<file path="src/rtl/muldiv_iter.sv">
// Iterative multiply/divide unit: shift-add multiply and restoring divide,
// UNROLL bits per cycle, signed ops via magnitudes plus a final sign-fix cycle.
module muldiv_iter #(
  parameter int WIDTH  = 32,
  parameter int UNROLL = 1
) (
  input  logic               clk,
  input  logic               reset,
  input  logic               start_i,
  input  logic               annul_i,
  input  logic [1:0]         op_i,
  input  logic [WIDTH-1:0]   opdata1_i,
  input  logic [WIDTH-1:0]   opdata2_i,
  output logic               busy_o,
  output logic               ready_o,
  output logic [2*WIDTH-1:0] result_o,
  output logic               div_by_zero_o
);

  localparam int N  = WIDTH / UNROLL;
  localparam int CW = $clog2(N + 1);

  typedef enum logic [1:0] {S_IDLE, S_CALC, S_SIGNFIX, S_DONE} state_t;

  state_t             r_state, w_next;
  logic               r_div, r_sa, r_sb;
  logic [WIDTH-1:0]   r_hi, r_lo, r_b;
  logic [CW-1:0]      r_cnt;
  logic               r_ready, r_dbz;
  logic [2*WIDTH-1:0] r_result;

  logic               w_accept, w_zero, w_a_neg, w_b_neg;
  logic [WIDTH-1:0]   w_a_mag, w_b_mag;
  logic [WIDTH-1:0]   w_hi_n, w_lo_n;
  logic [WIDTH:0]     w_t;
  logic [WIDTH-1:0]   w_quo, w_rem;
  logic [2*WIDTH-1:0] w_final;

  assign w_accept = (r_state == S_IDLE) && start_i && !annul_i;
  assign w_zero   = op_i[1] && (opdata2_i == '0);
  assign w_a_neg  = !op_i[0] && opdata1_i[WIDTH-1];
  assign w_b_neg  = !op_i[0] && opdata2_i[WIDTH-1];
  assign w_a_mag  = w_a_neg ? -opdata1_i : opdata1_i;
  assign w_b_mag  = w_b_neg ? -opdata2_i : opdata2_i;

  always_ff @(posedge clk or posedge reset) begin
    if (reset) r_state <= S_IDLE;
    else       r_state <= w_next;
  end

  always_comb begin
    w_next = r_state;
    if (annul_i) begin
      w_next = S_IDLE;
    end else begin
      case (r_state)
        S_IDLE:    if (start_i) w_next = w_zero ? S_DONE : S_CALC;
        S_CALC:    if (r_cnt == CW'(N - 1)) w_next = S_SIGNFIX;
        S_SIGNFIX: w_next = S_DONE;
        S_DONE:    if (!start_i) w_next = S_IDLE;
        default:   w_next = S_IDLE;
      endcase
    end
  end

  // Divide: {hi,lo} = {remainder, dividend->quotient}. Multiply: {hi,lo} =
  // {partial product, multiplier->low product}; carry shifts back into hi.
  always_comb begin
    w_hi_n = r_hi;
    w_lo_n = r_lo;
    w_t    = '0;
    for (int k = 0; k < UNROLL; k++) begin
      if (r_div) begin
        w_t    = {w_hi_n, w_lo_n[WIDTH-1]};
        w_lo_n = {w_lo_n[WIDTH-2:0], 1'b0};
        if (w_t >= {1'b0, r_b}) begin
          w_t       = w_t - {1'b0, r_b};
          w_lo_n[0] = 1'b1;
        end
        w_hi_n = w_t[WIDTH-1:0];
      end else begin
        w_t    = {1'b0, w_hi_n} + (w_lo_n[0] ? {1'b0, r_b} : '0);
        w_lo_n = {w_t[0], w_lo_n[WIDTH-1:1]};
        w_hi_n = w_t[WIDTH:1];
      end
    end
  end

  // Unsigned ops latch both sign bits as 0, so they pass through unchanged.
  always_comb begin
    w_quo   = (r_sa ^ r_sb) ? -r_lo : r_lo;
    w_rem   = r_sa ? -r_hi : r_hi;
    w_final = {w_rem, w_quo};
    if (!r_div) w_final = (r_sa ^ r_sb) ? -{r_hi, r_lo} : {r_hi, r_lo};
  end

  always_ff @(posedge clk or posedge reset) begin
    if (reset) begin
      r_div    <= 1'b0;
      r_sa     <= 1'b0;
      r_sb     <= 1'b0;
      r_hi     <= '0;
      r_lo     <= '0;
      r_b      <= '0;
      r_cnt    <= '0;
      r_ready  <= 1'b0;
      r_dbz    <= 1'b0;
      r_result <= '0;
    end else begin
      // ready lags DONE entry by one cycle and drops on the exit edge
      r_ready <= (r_state == S_DONE) && (w_next == S_DONE);
      case (r_state)
        S_IDLE: if (w_accept) begin
          r_div <= op_i[1];
          r_sa  <= w_a_neg;
          r_sb  <= w_b_neg;
          r_cnt <= '0;
          r_hi  <= '0;
          r_dbz <= w_zero;
          r_lo  <= op_i[1] ? w_a_mag : w_b_mag;
          r_b   <= op_i[1] ? w_b_mag : w_a_mag;
          if (w_zero) r_result <= {opdata1_i, {WIDTH{1'b1}}};
        end
        S_CALC: if (!annul_i) begin
          r_hi  <= w_hi_n;
          r_lo  <= w_lo_n;
          r_cnt <= r_cnt + CW'(1);
        end
        S_SIGNFIX: if (!annul_i) r_result <= w_final;
        default: ;
      endcase
    end
  end

  assign busy_o        = (r_state == S_CALC) || (r_state == S_SIGNFIX);
  assign ready_o       = r_ready;
  assign result_o      = r_result;
  assign div_by_zero_o = r_dbz;

endmodule

</file>
<file path="config.mk">
export PLATFORM = sky130hd
export DESIGN_NAME = muldiv_iter
export DESIGN_NICKNAME = d
export VERILOG_FILES = /design/src/rtl/muldiv_iter.sv
export SDC_FILE = /design/constraint.sdc
export NUM_CORES = 1
export LEC_CHECK = 0
export BUFFER_PORTS_ARGS = -buffer_cell sky130_fd_sc_hd__buf_2
export CORE_ASPECT_RATIO = 1.25
export CORE_MARGIN = 8
export CORE_UTILIZATION = 35
export DETAILED_ROUTE_END_ITERATION = 16
export GPL_TIMING_DRIVEN = 0
export SLEW_MARGIN = 20
export SYNTH_ARGS = -nofsm -noshare
export SYNTH_HDL_FRONTEND = slang
export SYNTH_SLANG_ARGS = --single-unit
export TNS_END_PERCENT = 50
</file>
<file path="constraint.sdc">
create_clock -name clk -period 7 [get_ports clk]
set_clock_uncertainty 0.2 [all_clocks]
set_input_delay 0.35 -clock clk [delete_from_list [all_inputs] [get_ports clk]]
set_output_delay 0.35 -clock clk [all_outputs]
set_load 0.01 [all_outputs]
</file>
# Yosys cells after proc, flatten, opt, wreduce, memory -nomap -nowiden
# Cells that the tools add are included.
dict set report word_totals {
  regBits 173
}
dict set report classes {
  n_addsub 8
  n_lt_le_gt_ge 1
  eq_ne 9
  n_mux 32
  bitwise 1
  n_reduce_logical 16
}
# op count
set ops {}
lappend ops {{32-bit 2-to-1 mux} 14}
lappend ops {{64-bit 2-to-1 mux} 5}
lappend ops {{32-bit negator} 4}
lappend ops {{32-bit case mux with 2 select lines} 2}
lappend ops {{64-bit case mux with 2 select lines} 1}
lappend ops {{64-bit negator} 1}
lappend ops {{32-bit by 32-bit adder with 33-bit output} 1}
lappend ops {{33-bit by 32-bit greater-or-equal comparator with 1-bit output} 1}
lappend ops {{32-bit zero test} 1}
lappend ops {{32-bit subtractor} 1}
lappend ops {{6-bit 2-to-1 mux} 2}
lappend ops {{6-bit case mux with 2 select lines} 1}
lappend ops {{2-bit 2-to-1 mux} 5}
lappend ops {{2-bit inequality test, second input constant} 4}
lappend ops {{2-bit case mux with 4 select lines} 1}
lappend ops {{6-bit by 1-bit adder with 6-bit output, second input constant} 1}
lappend ops {{2-bit == test, second input constant} 3}
lappend ops {{6-bit by 5-bit == test with 1-bit output, second input constant} 1}
lappend ops {{1-bit logical AND} 6}
lappend ops {{4-bit AND reduction} 1}
lappend ops {{2-bit nonzero test} 2}
lappend ops {{3-bit AND reduction} 1}
lappend ops {{2-bit by 1-bit == test with 1-bit output, second input constant} 1}
lappend ops {{1-bit zero test} 2}
lappend ops {{other kinds (5)} 5}

# Depth between registers and ports, before layout
# Gate-level depths: netlist of run 1.
dict set report depth {
  word_depth 8
  ltp_mapped 14
  ltp_nobuf 13
}

# Least setup slack after synthesis of run 1
# No wires, ideal clock.
dict set report synth_path {
  kind {flip-flop to flip-flop}
  startpoint {register r_lo[0]}
  endpoint {register r_hi[31]}
  arrival_ns 3.129
  setup_slack_ns 3.549
  stages_incl_launch_ff 14
  cell_sequence {dfrtp_1 -> inv_1 -> clkbuf_1 -> nor2_1 -> ha_1 -> a21o_1 -> or4_1 -> o22ai_1 -> a21oi_1 -> a221o_1 -> a31oi_1 -> nor3b_1 -> o31ai_1 -> a32o_1}
}
dict set report synth_between {
  elab_chain_len 5
}
# item line
set synth_rtl {}
lappend synth_rtl {{from (decl)} 27} ;# logic [WIDTH-1:0] r_hi, r_lo, r_b;
lappend synth_rtl {{from (signal assigned)} 120} ;# r_lo <= op_i[1] ? w_a_mag : w_b_mag;
lappend synth_rtl {{from (signal assigned)} 126} ;# r_lo <= w_lo_n;
lappend synth_rtl {{32-bit 2-to-1 mux} 82} ;# w_t = {1'b0, w_hi_n} + (w_lo_n[0] ? {1'b0, r_b} : '0);
lappend synth_rtl {{32-bit by 32-bit adder with 33-bit output} 82}
lappend synth_rtl {{32-bit 2-to-1 mux} 73} ;# if (r_div) begin
lappend synth_rtl {{32-bit 2-to-1 mux} 124} ;# S_CALC: if (!annul_i) begin
lappend synth_rtl {{32-bit case mux with 2 select lines} 112} ;# case (r_state)
lappend synth_rtl {{to (signal assigned)} 125} ;# r_hi <= w_hi_n;
lappend synth_rtl {{to (decl)} 27}
# Every way passes these cells. The select of a mux whose other input is x is not followed.
# A chain may end at the register's enable or synchronous reset.

# Worst setup path after layout of run 1
dict set report layout_path {
  startpoint {register r_lo[31]}
  endpoint {register r_hi[30]}
}
dict set report layout_between {
  elab_chain_len 5
  word_cells_on_any_way 6
}
# item line
set layout_rtl {}
lappend layout_rtl {{32-bit subtractor or 33-bit by 32-bit greater-or-equal comparator with 1-bit output (tied branches)} {77, 76}}
lappend layout_rtl {{32-bit 2-to-1 mux *} 76} ;# if (w_t >= {1'b0, r_b}) begin
lappend layout_rtl {{32-bit 2-to-1 mux *} 73}
lappend layout_rtl {{32-bit 2-to-1 mux *} 124}
lappend layout_rtl {{32-bit case mux with 2 select lines *} 112}
# Every way passes the cells marked *; elsewhere a longest branch is shown, timed or not. The select of a mux whose other input is x is not followed.

==> results of run 1 <==
## tightest hold or removal path, delay by kind of cell
kind | cells | cell delay (ps)
AOI/OAI and AO/OA | 1 | 140
buffers and inverters | 1 | 120
muxes | 1 | 70
## cell families (layout without fill, tap and decap cells)
logic type,Yosys count,after routing,share of synthesized area
multiplexers,64,64,0.0439
flip-flops,173,173,0.286
AO/OA/AOI/OAI,628,628,0.265
AND/OR/NAND/NOR,579,579,0.190
other,0,2,0
buffers and inverters,181,350,0.0495
adder cells (fa/ha/maj),76,76,0.0639
XOR/XNOR,176,176,0.102
## cells in the mapped netlist, types with 10 or more instances
master    number  area share
dfrtp_1      173        0.29
a21oi_1      159       0.053
a22oi_1       19      0.0094
o31ai_1       19      0.0094
buf_2         11      0.0036
nor2_1       190       0.047
mux2i_1       45       0.030
clkbuf_1      90       0.022
nor4_1        13      0.0054
a31oi_1       27       0.011
nand3_1       14      0.0046
nor3_1        45       0.015
o211ai_1      20      0.0099
nand2_1      172       0.043
o21ai_1       24      0.0079
nor2b_1       12      0.0050
or4_1         10      0.0050
xor2_1        84       0.049
nand2b_1      19      0.0079
o21ai_0      158       0.052
nand4_1       17      0.0070
a21o_1        54       0.027
mux2_2        18       0.013
nor3b_2       12      0.0099
xnor2_1       92       0.053
or3_1         19      0.0079
ha_1          74       0.061
a211oi_1      24       0.012
o22a_1        23       0.013
inv_1         61       0.015
## sequential cells by signal, summed over array words and instances, names as in the netlist, 2 cells and up
| name | flops |
|---|---|
| result_o | 64 |
| r_b | 32 |
| r_hi | 32 |
| r_lo | 32 |
| r_cnt | 6 |
| r_state | 2 |
## power by group through the flow
| stage | registers (mW) | clock network, mW | logic, mW |
|---|---|---|---|
| finish | 1.89 | 0.966 | 5.29 |
| global route | 1.94 | 1.01 | 5.77 |
| detailed placement | 1.89 | 0 | 5.18 |
| floorplan | 1.79 | 0 | 3.65 |
| global placement | 1.88 | 0 | 5.15 |
| CTS | 1.87 | 0.970 | 5.21 |
## per-layer routing
metal	routed length [um]	global-route usage	vias to the layer above
met4	3880	0.145	4
met3	3800	0.0397	176
met1	23000	0.264	7330
li1	-	-	7100
met5	23	0	-
met2	30400	0.415	587
## cell type report
type	instances	area, um2
antenna	2	5.00
buffer	119	515
clock buffer	18	439
clock inverter	14	133
fill	4428	25700
inverter	62	240
multi-input combinational	1523	10000
sequential	173	4330
tap	565	707
timing repair buffer	137	713
## worst paths after layout
path	start	endpoint	slack (ps)	depth (start not counted)
max in group asynchronous	reset	r_b[14]	5360	4
min in group asynchronous	reset	result_o[0]	350	3
worst max-delay path	r_lo[31]	r_hi[30]	2260	13
worst min-delay path	opdata2_i[0]	r_b[0]	50	3
worst max register to register	r_lo[31]	r_hi[30]	2260	13
worst min register to register	div_by_zero_o	div_by_zero_o	280	2
==> metrics.md, run 1 <==
| Metric | Value |
|---|---|
| Run status | `finished clean` |
| Worst Max-Slew Pin Slew | `1190 ps` |
| Die area | `50200 um2` |
| GP Congestion | `0.996` |
| Synth-to-layout area growth | `13.3%` |
| Clock slew at reported path FFs | `80 ps` |
| Crit-path max FO | `4` |
| Root Driver | `clkbuf_16` |
| Final std cells w/o fill | `2613` |
| Port bufs | `135` |
| Ratio of cells with drive above 1 in the final layout | `0.122` |
| First-pass GRT wire length | `92400 um` |
| Commonest non-fill, non-tap cell in the layout | `nor2_1` |
| Remaining DRCs | `0` |
| Initial antenna violation count | `5` |
| Syn nets | `2023` |
| Clock latency on the worst-skew pair | `470 ps` |
| Slowest stage delay, CP | `970 ps` |
| Power Dens Cells | `476 nW/um2` |
| Worst Path Required | `7160 ps` |
| H-tree Lvls | `4` |
| Fin Setup TNS | `0 ps` |
| Die height | `248 um` |
| Crit path buffers/inverters | `2` |
| I/O pin cnt | `137` |
| Synthesis Warnings | `0` |
| Clk sinks | `173` |
| Vias in the first global route | `15500` |
| Final design utilization | `0.400` |
| Crit path cell chain | `inv_1, ha_1, inv_1, fa_1, a21oi_1, o22ai_1, o41ai_1, nor4_1, nor3_1, a21boi_1, mux2i_1, or3_1, a32o_1` |
| Detailed-route vias per instance | `5.82` |
| Post-CTS setup buffers | `0` |
| DP HPWL | `49500 um` |
| Post-Place Setup Slack | `2270 ps` |
| Post-synth EDFFs | `0` |
| Worst relative slew slack | `0.195` |
| Final instance area | `17100 um2` |
| Most used flip-flop cell after synthesis | `dfrtp_1` |
| DP Area | `16500 um2` |
| GRT Total Usage | `0.237` |
| Drt total wl | `61000 um` |
| Synth Register Bits | `173` |
| Leakage power | `7.41 nW` |
| TritonRoute pass-1 iters | `6` |
| Post-Syn Area | `15100 um2` |
| Psw | `4.23 mW` |
| Slew Viols, Final | `0` |
| Initial core utilization | `0.353` |
| Min Clock Period, post-route | `4740 ps` |
| Overflow after GRT | `0` |
| Worst hold path class | `in2reg` |
| Resized cells post-CTS | `0` |
| Most frequent cells in the layout | `nor2_1 (190), dfrtp_1 (173), nand2_1 (172), a21oi_1 (159), o21ai_0 (158)` |
| Core area | `42900 um2` |
| Pin count of the biggest net entering global routing | `94` |
| Hold_buf cts | `1` |
| Crit-path slowest cell | `o41ai_1` |
| ANT nets after route | `0` |
| Switching Share | `0.519` |
| Routed WL per cell | `23.4 um` |
| Startpoint Class | `register` |
| Async set or reset register ratio after synthesis | `1.00` |
| Power Total | `8.15 mW` |
| Internal power | `3.92 mW` |
| Max_cap viols | `0` |
| Clock network power share | `0.119` |
| FMAX | `211 MHz` |
| Net count, final | `2179` |
| Combinational power share | `0.650` |
| Worst path top cell family by delay | `compound AO/OA/AOI/OAI gates` |
| Row Count | `85` |
| Critical path capture point type | `register` |
| CTS tree | `built` |
| Setup CP Type | `reg2reg` |
| Gate Count Post-Synth | `1877` |
| WHS | `46.8 ps` |
| CP dominant cell by count | `inv_1` |
| Worst vdd ir | `175 uV` |
| Sequential Power Share | `0.232` |
| RSZ-0062 raised after global routing | `false` |
| Seq/Total Area, Yosys | `0.286` |
| Final hold vios | `0` |
| Dpl cells | `2578` |
| Die Width | `202 um` |
| Setup-failing EPs final | `0` |
| Synth Area per Inst | `8.06 um2` |
| Period utilization | `0.677` |
| WP data arrival | `4900 ps` |
| Total number of vias | `15200` |
| Yosys cell types | `84` |
| Clk buf depth | `2` |
| Num CTS Buffers | `17` |
| 1st-iter DRT viols | `1065` |
| PnR worst setup slack | `2260 ps` |
(Power assumes the default switching activity.)
==> run 2: changes to the inputs <==
--- a/config.mk
+++ b/config.mk
@@ -5,6 +5,7 @@
 export SDC_FILE = /design/constraint.sdc
 export NUM_CORES = 1
 export LEC_CHECK = 0
+export ABC_AREA = 1
 export BUFFER_PORTS_ARGS = -buffer_cell sky130_fd_sc_hd__buf_2
 export CORE_ASPECT_RATIO = 1.25
 export CORE_MARGIN = 8
==> constraint.sdc (replaced) <==
create_clock -name clk -period 4.8 [get_ports clk]
set_clock_uncertainty 0.2 [all_clocks]
set_input_delay 0.24 -clock clk [delete_from_list [all_inputs] [get_ports clk]]
set_output_delay 0.24 -clock clk [all_outputs]
set_load 0.01 [all_outputs]
==> run 2 against run 1 <==
  * Worst setup slack worse by 1200 ps
  * Wire length up 56%
  * Combinational power up 93%
  * Critical endpoint is now r_hi[29]
  * Global-route usage up 6.7 points
  * Largest cell class unchanged
  * Die area up 23%
  * Critical path depth up 6
  * Total power up 82%
==> metrics.md, run 2 <==
| Metric | Value |
|---|---|
| Run status | `finished clean` |
| Vias in the first global route | `21400 (+39%)` |
| Yosys cell types | `52 (-38%)` |
| 1st-iter DRT viols | `2531 (+140%)` |
| Count leader, synth | `nand2_1` |
| Max_cap viols | `0 (unchanged)` |
| I/O pin cnt | `137 (unchanged)` |
| Ranking of synthesized cells by area | `dfrtp_1 (23%), nand2_1 (23%), inv_1 (9.6%), nand3_1 (7.7%), nor2_1 (7.6%)` |
| Clock slew at reported path FFs | `70 ps (about the same)` |
| Core area | `53500 um2 (+25%)` |
| Most used flip-flop cell after synthesis | `dfrtp_1` |
| Clk sinks | `173 (unchanged)` |
| Most frequent cells after synthesis | `nand2_1 (1151), inv_1 (479), nor2_1 (382)` |
| Crit-path max FO | `10 (+6)` |
| Slowest stage delay, CP | `410 ps (-560 ps)` |
| Die area | `61500 um2 (+23%)` |
| Die Width | `223 um (+11%)` |
| TritonRoute pass-1 iters | `6 (unchanged)` |
| WHS | `6.82 ps (-40.0 ps)` |
| PnR worst setup slack | `1060 ps (-1200 ps)` |
| Startpoint Class | `register` |
| GP Congestion | `1.07 (+7.6%)` |
| Most frequent cells in the layout | `nand2_1 (1151), inv_1 (478), nor2_1 (382), nand3_1 (291), dfrtp_1 (173)` |
| Initial antenna violation count | `1 (-4)` |
| FMAX | `268 MHz (+27%)` |
| Die height | `275 um (+11%)` |
| Commonest non-fill, non-tap cell in the layout | `nand2_1` |
| ANT nets after route | `0 (unchanged)` |
| Post-synth EDFFs | `0 (unchanged)` |
| Setup CP Type | `reg2reg` |
| Post-Syn Area | `18800 um2 (+24%)` |
| Synthesis Warnings | `0 (unchanged)` |
| Post-CTS setup buffers | `0 (unchanged)` |
| Crit path cell chain | `buf_6, clkbuf_1, nand2_1, inv_1, ha_1, inv_1, fa_1, inv_1, nand3_1, nand3_1, nand2_1, nand2_1, nand3_1, nand2_1, nand2_1, nand3_1, nand3_1, nand3_1, nand2_1` |
| Clk buf depth | `2 (unchanged)` |
| Fin Setup TNS | `0 ps (unchanged)` |
| Remaining DRCs | `0 (unchanged)` |
| Net count, final | `3604 (+65%)` |
| Reg2Reg Setup Slack | `1060 ps (-1200 ps)` |
| Total number of vias | `22500 (+48%)` |
| Num CTS Buffers | `17 (unchanged)` |
| Async set or reset register ratio after synthesis | `1.00 (unchanged)` |
| Syn nets | `3436 (+70%)` |
| Critical path capture point type | `register` |
| GRT Total Usage | `0.303 (+0.0667)` |
| Power Dens Cells | `702 nW/um2 (+48%)` |
| Gate Count Post-Synth | `3290 (+75%)` |
| Final hold vios | `0 (unchanged)` |
| Worst relative slew slack | `0.349 (+0.154)` |
| Leakage power | `11.5 nW (+55%)` |
| Pin count of the biggest net entering global routing | `34 (-64%)` |
| Port bufs | `136 (+0.74%)` |
| Detailed-route vias per instance | `5.41 (-7.0%)` |
| Worst vdd ir | `263 uV (+50%)` |
| Max reg flops | `64 (unchanged)` |
| Root Driver | `clkbuf_16` |
| Initial core utilization | `0.352 (-0.00119)` |
| H-tree Lvls | `4 (unchanged)` |
| WP data arrival | `3890 ps (-1010 ps)` |
| Clock latency on the worst-skew pair | `470 ps (about the same)` |
| Post-Place Setup Slack | `1150 ps (-1120 ps)` |
| Yosys top cell by area | `dfrtp_1` |
| CTS tree | `built` |
| Period utilization | `0.778 (+0.101)` |
| Crit-path slowest cell | `fa_1` |
| Min Clock Period, post-route | `3740 ps (-1000 ps)` |
| Worst hold path class | `in2reg` |
| Top-area cell type share of the netlist area | `0.230 (-0.0561)` |
| Synth Area per Inst | `5.72 um2 (-29%)` |
| Slew Viols, Final | `0 (unchanged)` |
| Ratio of cells with drive above 1 in the final layout | `0.0781 (-0.0436)` |
| Setup-failing EPs final | `0 (unchanged)` |
| Synth Register Bits | `173 (unchanged)` |
| Worst Path Required | `4950 ps (-2210 ps)` |
| Worst Max-Slew Pin Slew | `969 ps (-223 ps)` |
| Overflow after GRT | `0 (unchanged)` |
| RSZ-0062 raised after global routing | `false` |
| Drt total wl | `95400 um (+56%)` |
| Synth-to-layout area growth | `12.1%` |
| Row Count | `95 (+12%)` |
| Seq/Total Area, Yosys | `0.230 (-0.0561)` |
| Routed WL per cell | `23.0 um (-1.5%)` |
| First-pass GRT wire length | `139000 um (+50%)` |
| DP HPWL | `80100 um (+62%)` |
| Power Total | `14.8 mW (+82%)` |
-- run 2: changes by cell type after synthesis, sizes merged, moves of 36 or more --
| cell | before | now |
|---|---|---|
| xnor2 | 92 | 16 |
| nand2 | 175 | 1166 |
| nand4 | 19 | 55 |
| nand3 | 14 | 294 |
| mux2i | 45 | 0 |
| inv | 61 | 487 |
| nor2 | 190 | 403 |
| a21o | 54 | 1 |
| clkbuf | 92 | 48 |
-- run 2: path summary, 6_finish.rpt --
| kind | start | endpoint | depth (start not counted) |
|---|---|---|---|
| max | r_lo[0] | r_hi[29] | 19 |
| min reg2reg | result_o[58] | result_o[58] | 2 |
| min | opdata2_i[7] | r_b[7] | 4 |
| max reg2reg | r_lo[0] | r_hi[29] | 19 |
| min in group asynchronous | reset | result_o[48] | 3 |
| max in group asynchronous | reset | r_b[18] | 5 |
-- run 2: critical path, delay by kind of cell, from the launching register on --
kind	cells	cell delay [ps]
AND/OR/NAND/NOR	12	1410
adder cells (fa/ha/maj)	2	810
flip-flops	1	340
buffers and inverters	5	860
-- run 2: cells by family after synthesis --
family	after synthesis	share of synthesized area
and+or+nand+nor	1995	0.444
buffers and inverters	593	0.126
xor gates and xnor gates	69	0.0321
DFF	173	0.230
AOI/OAI and AO/OA	384	0.117
adders and majority gates	76	0.0513
-- run 2: power breakdown --
part           total (mW)  internal, mW  switching (mW)
Combinational        10.2          3.04            7.20
Sequential           3.12          2.10            1.02
Clock                1.44         0.745           0.698
-- run 2: routing by layer --
metal  wire [um]  track usage
met5           5            0
met1       37000        0.352
met4        7750        0.222
met2       45000        0.518
met3        5670       0.0305
-- run 2: layout make-up --
type,count,area [um2]
Clock buffer,19,453
Antenna cell,1,2.50
Sequential cell,173,4330
Tap cell,679,850
Buffer,101,514
Fill cell,6167,32400
Clock inverter,11,110
Multi-Input combinational cell,2524,12100
Inverter,492,1850
Timing Repair Buffer,149,861
-- run 2: per-stage QoR --
step / instance area (um2) / std cells / utilization
detailed placement: 20400 / 4110 / 0.382
global placement: 20300 / 4105 / 0.380
global route: 21100 / 4148 / 0.394
floorplan: 18800 / 3290 / -
finish: 21100 / 4149 / 0.394
CTS: 21100 / 4148 / 0.394
-- run 2: what timing repair did --
item | 4_1_cts | 5_1_grt
hold buffers | 8 | 0
gates resized for setup | 0 | 0
hold endpoints to repair | 29 | 0
==> run 3: changes to the inputs <==
==> constraint.sdc (replaced) <==
create_clock -name clk -period 3.8 [get_ports clk]
set_clock_uncertainty 0.2 [all_clocks]
set_input_delay 0.19 -clock clk [delete_from_list [all_inputs] [get_ports clk]]
set_output_delay 0.19 -clock clk [all_outputs]
set_load 0.01 [all_outputs]
==> run 3 against run 2 <==
  * First-iteration DRC count decreased by 0.36%
  * Die area unchanged
  * Combinational power increased by 27%
  * Register-to-register slack worse by 830 ps
  * Via count about the same
  * Largest power group unchanged
==> metrics.md, run 3 (synthesis gave the netlist of run 2 again) <==
| Metric | Value |
|---|---|
| Run status | `finished clean` |
| Fin Setup TNS | `0 ps (unchanged)` |
| Row Count | `95 (unchanged)` |
| Worst hold path class | `in2reg` |
| Met1 Use GR | `0.352 (unchanged)` |
| Met3 usage | `0.0296 (-0.000853)` |
| DP HPWL | `80100 um (unchanged)` |
| TritonRoute pass-1 iters | `8 (+2)` |
| Slowest stage delay, CP | `720 ps (+310 ps)` |
| Hold path depth | `3 (-1)` |
| Power Total | `18.7 mW (+27%)` |
| Ant diodes | `0 (-1)` |
| Detailed-route vias per instance | `5.40 (-0.27%)` |
| Crit-path max FO | `9 (-1)` |
| Core area | `53500 um2 (unchanged)` |
| Remaining DRCs | `0 (unchanged)` |
| Clock slew at reported path FFs | `80 ps (about the same)` |
| Die area | `61500 um2 (unchanged)` |
| Setup CP Type | `reg2reg` |
| GR Util met2 | `0.518 (about the same)` |
| RSZ-0062 raised after global routing | `false` |
| Max reg flops | `64 (unchanged)` |
| Post-CTS setup buffers | `0 (unchanged)` |
| R2R cell count | `15 (-4)` |
| Net count, final | `3614 (+0.28%)` |
| Routed WL per cell | `22.9 um (-0.22%)` |
| Root Driver | `clkbuf_16` |
| Power Dens Cells | `884 nW/um2 (+26%)` |
| Worst Path Required | `3950 ps (-1000 ps)` |
| Port bufs | `136 (unchanged)` |
| Period utilization | `0.937 (+0.159)` |
| H-tree Lvls | `4 (unchanged)` |
| Initial core utilization | `0.352 (unchanged)` |
| FMAX | `281 MHz (+4.9%)` |
| Clock latency on the worst-skew pair | `470 ps (about the same)` |
| Pin count of the biggest net entering global routing | `34 (unchanged)` |
| Worst Max-Slew Pin Slew | `938 ps (-31.3 ps)` |
| GP Congestion | `1.07 (unchanged)` |
| CP dominant cell by count | `nand3_1` |
| Initial antenna violation count | `1 (unchanged)` |
| Commonest non-fill, non-tap cell in the layout | `nand2_1` |
| Slew Viols, Final | `0 (unchanged)` |
| Max_cap viols | `0 (unchanged)` |
| Startpoint Class | `register` |
| Worst vdd ir | `332 uV (+26%)` |
| GR peak layer | `met2` |
| 1st-iter DRT viols | `2522 (-0.36%)` |
| Drt total wl | `95400 um (about the same)` |
| Setup-failing EPs final | `0 (unchanged)` |
| Critical path capture point type | `register` |
| Final std cells w/o fill | `4158 (+0.22%)` |
| Crit path cell chain | `ha_1, inv_1, fa_1, inv_1, nand3_1, nand3_1, nand2_1, nand2_1, nand3_1, nand2_1, nand2_1, nand3_1, nand3_1, nand3_1, nand2_1` |
| Synth-to-layout area growth | `12.7%` |
| Final hold vios | `0 (unchanged)` |
| Leakage power | `11.5 nW (+0.39%)` |
| WP data arrival | `3710 ps (-180 ps)` |
| Dpl cells | `4110 (unchanged)` |
| Worst relative slew slack | `0.375 (+0.0259)` |
| Min Clock Period, post-route | `3560 ps (-174 ps)` |
| Die Width | `223 um (unchanged)` |
| Die height | `275 um (unchanged)` |
| GRT Total Usage | `0.303 (unchanged)` |
| Clk sinks | `173 (unchanged)` |
| First-pass GRT wire length | `139000 um (about the same)` |
| Crit path buffers/inverters | `2 (-3)` |
| Most frequent cells in the layout | `nand2_1 (1151), inv_1 (478), nor2_1 (382), nand3_1 (291), dfrtp_1 (173)` |
| Critical Path Stages | `15 (-4)` |
| Total number of vias | `22400 (-0.049%)` |
| Crit-path slowest cell | `dfrtp_1` |
| CTS tree | `built` |
| Clk buf depth | `2 (unchanged)` |
| Overflow after GRT | `0 (unchanged)` |
| Vias in the first global route | `21500 (+0.27%)` |
| Ratio of cells with drive above 1 in the final layout | `0.0779 (-0.000225)` |
| ANT nets after route | `0 (unchanged)` |
| I/O pin cnt | `137 (unchanged)` |
| Num CTS Buffers | `17 (unchanged)` |
| Worst path top cell family by delay | `simple AND/OR/NAND/NOR gates` |
-- run 3: report_power, final --
part	switching [mW]	internal (mW)	total (mW)
Clock	0.895	0.942	1.84
Combinational	9.11	3.85	13.0
Sequential	1.30	2.65	3.95
-- run 3: repair_timing --
| action | in CTS | in global routing |
|---|---|---|
| resized for setup | 0 | 0 |
| endpoints found under the setup margin | 0 | 2 |
| hold endpoints to repair | 40 | 0 |
| hold buffers | 19 | 0 |
-- run 3: metal layers --
layer,vias to the layer above,share of wire
li1,10800,-
met3,268,0.060
met2,976,0.47
met5,-,0.000052
met1,10400,0.39
met4,2,0.083
-- run 3: worst min-delay path: cells and delay by family --
family / cells / cell delay, ps
buf+inv: 1 / 220
compound gates: 1 / 150
simple gates: 1 / 80
-- run 3: cell type report --
class,count,area (um2)
Sequential cell,173,4330
Tap cell,679,850
Fill cell,6154,32300
Inverter,492,1850
Timing Repair Buffer,160,971
Buffer,100,510
Multi-Input combinational cell,2524,12100
Clock buffer,19,453
Clock inverter,11,110
-- run 3: worst paths after layout --
| kind | from | to | slack (ps) |
|---|---|---|---|
| min in group asynchronous | reset | r_hi[1] | 140 |
| max in group asynchronous | reset | div_by_zero_o | 2410 |
| setup reg to reg | r_hi[0] | r_hi[29] | 240 |
| setup / recovery | r_hi[0] | r_hi[29] | 240 |
| hold / removal | opdata1_i[7] | result_o[39] | 10 |
| hold reg to reg | result_o[58] | result_o[58] | 280 |
-- run 3: per-stage QoR --
step / util / hold slack, ps / area [um2] / setup WS (ps)
after floorplan: - / 74.2 / 18800 / 1130
after global placement: 0.380 / 261 / 20300 / -108
after detailed placement: 0.382 / 109 / 20400 / 148
after CTS: 0.396 / 9.14 / 21200 / 126
after global routing: 0.396 / 21.8 / 21200 / 79.4
final: 0.396 / 11.0 / 21200 / 238
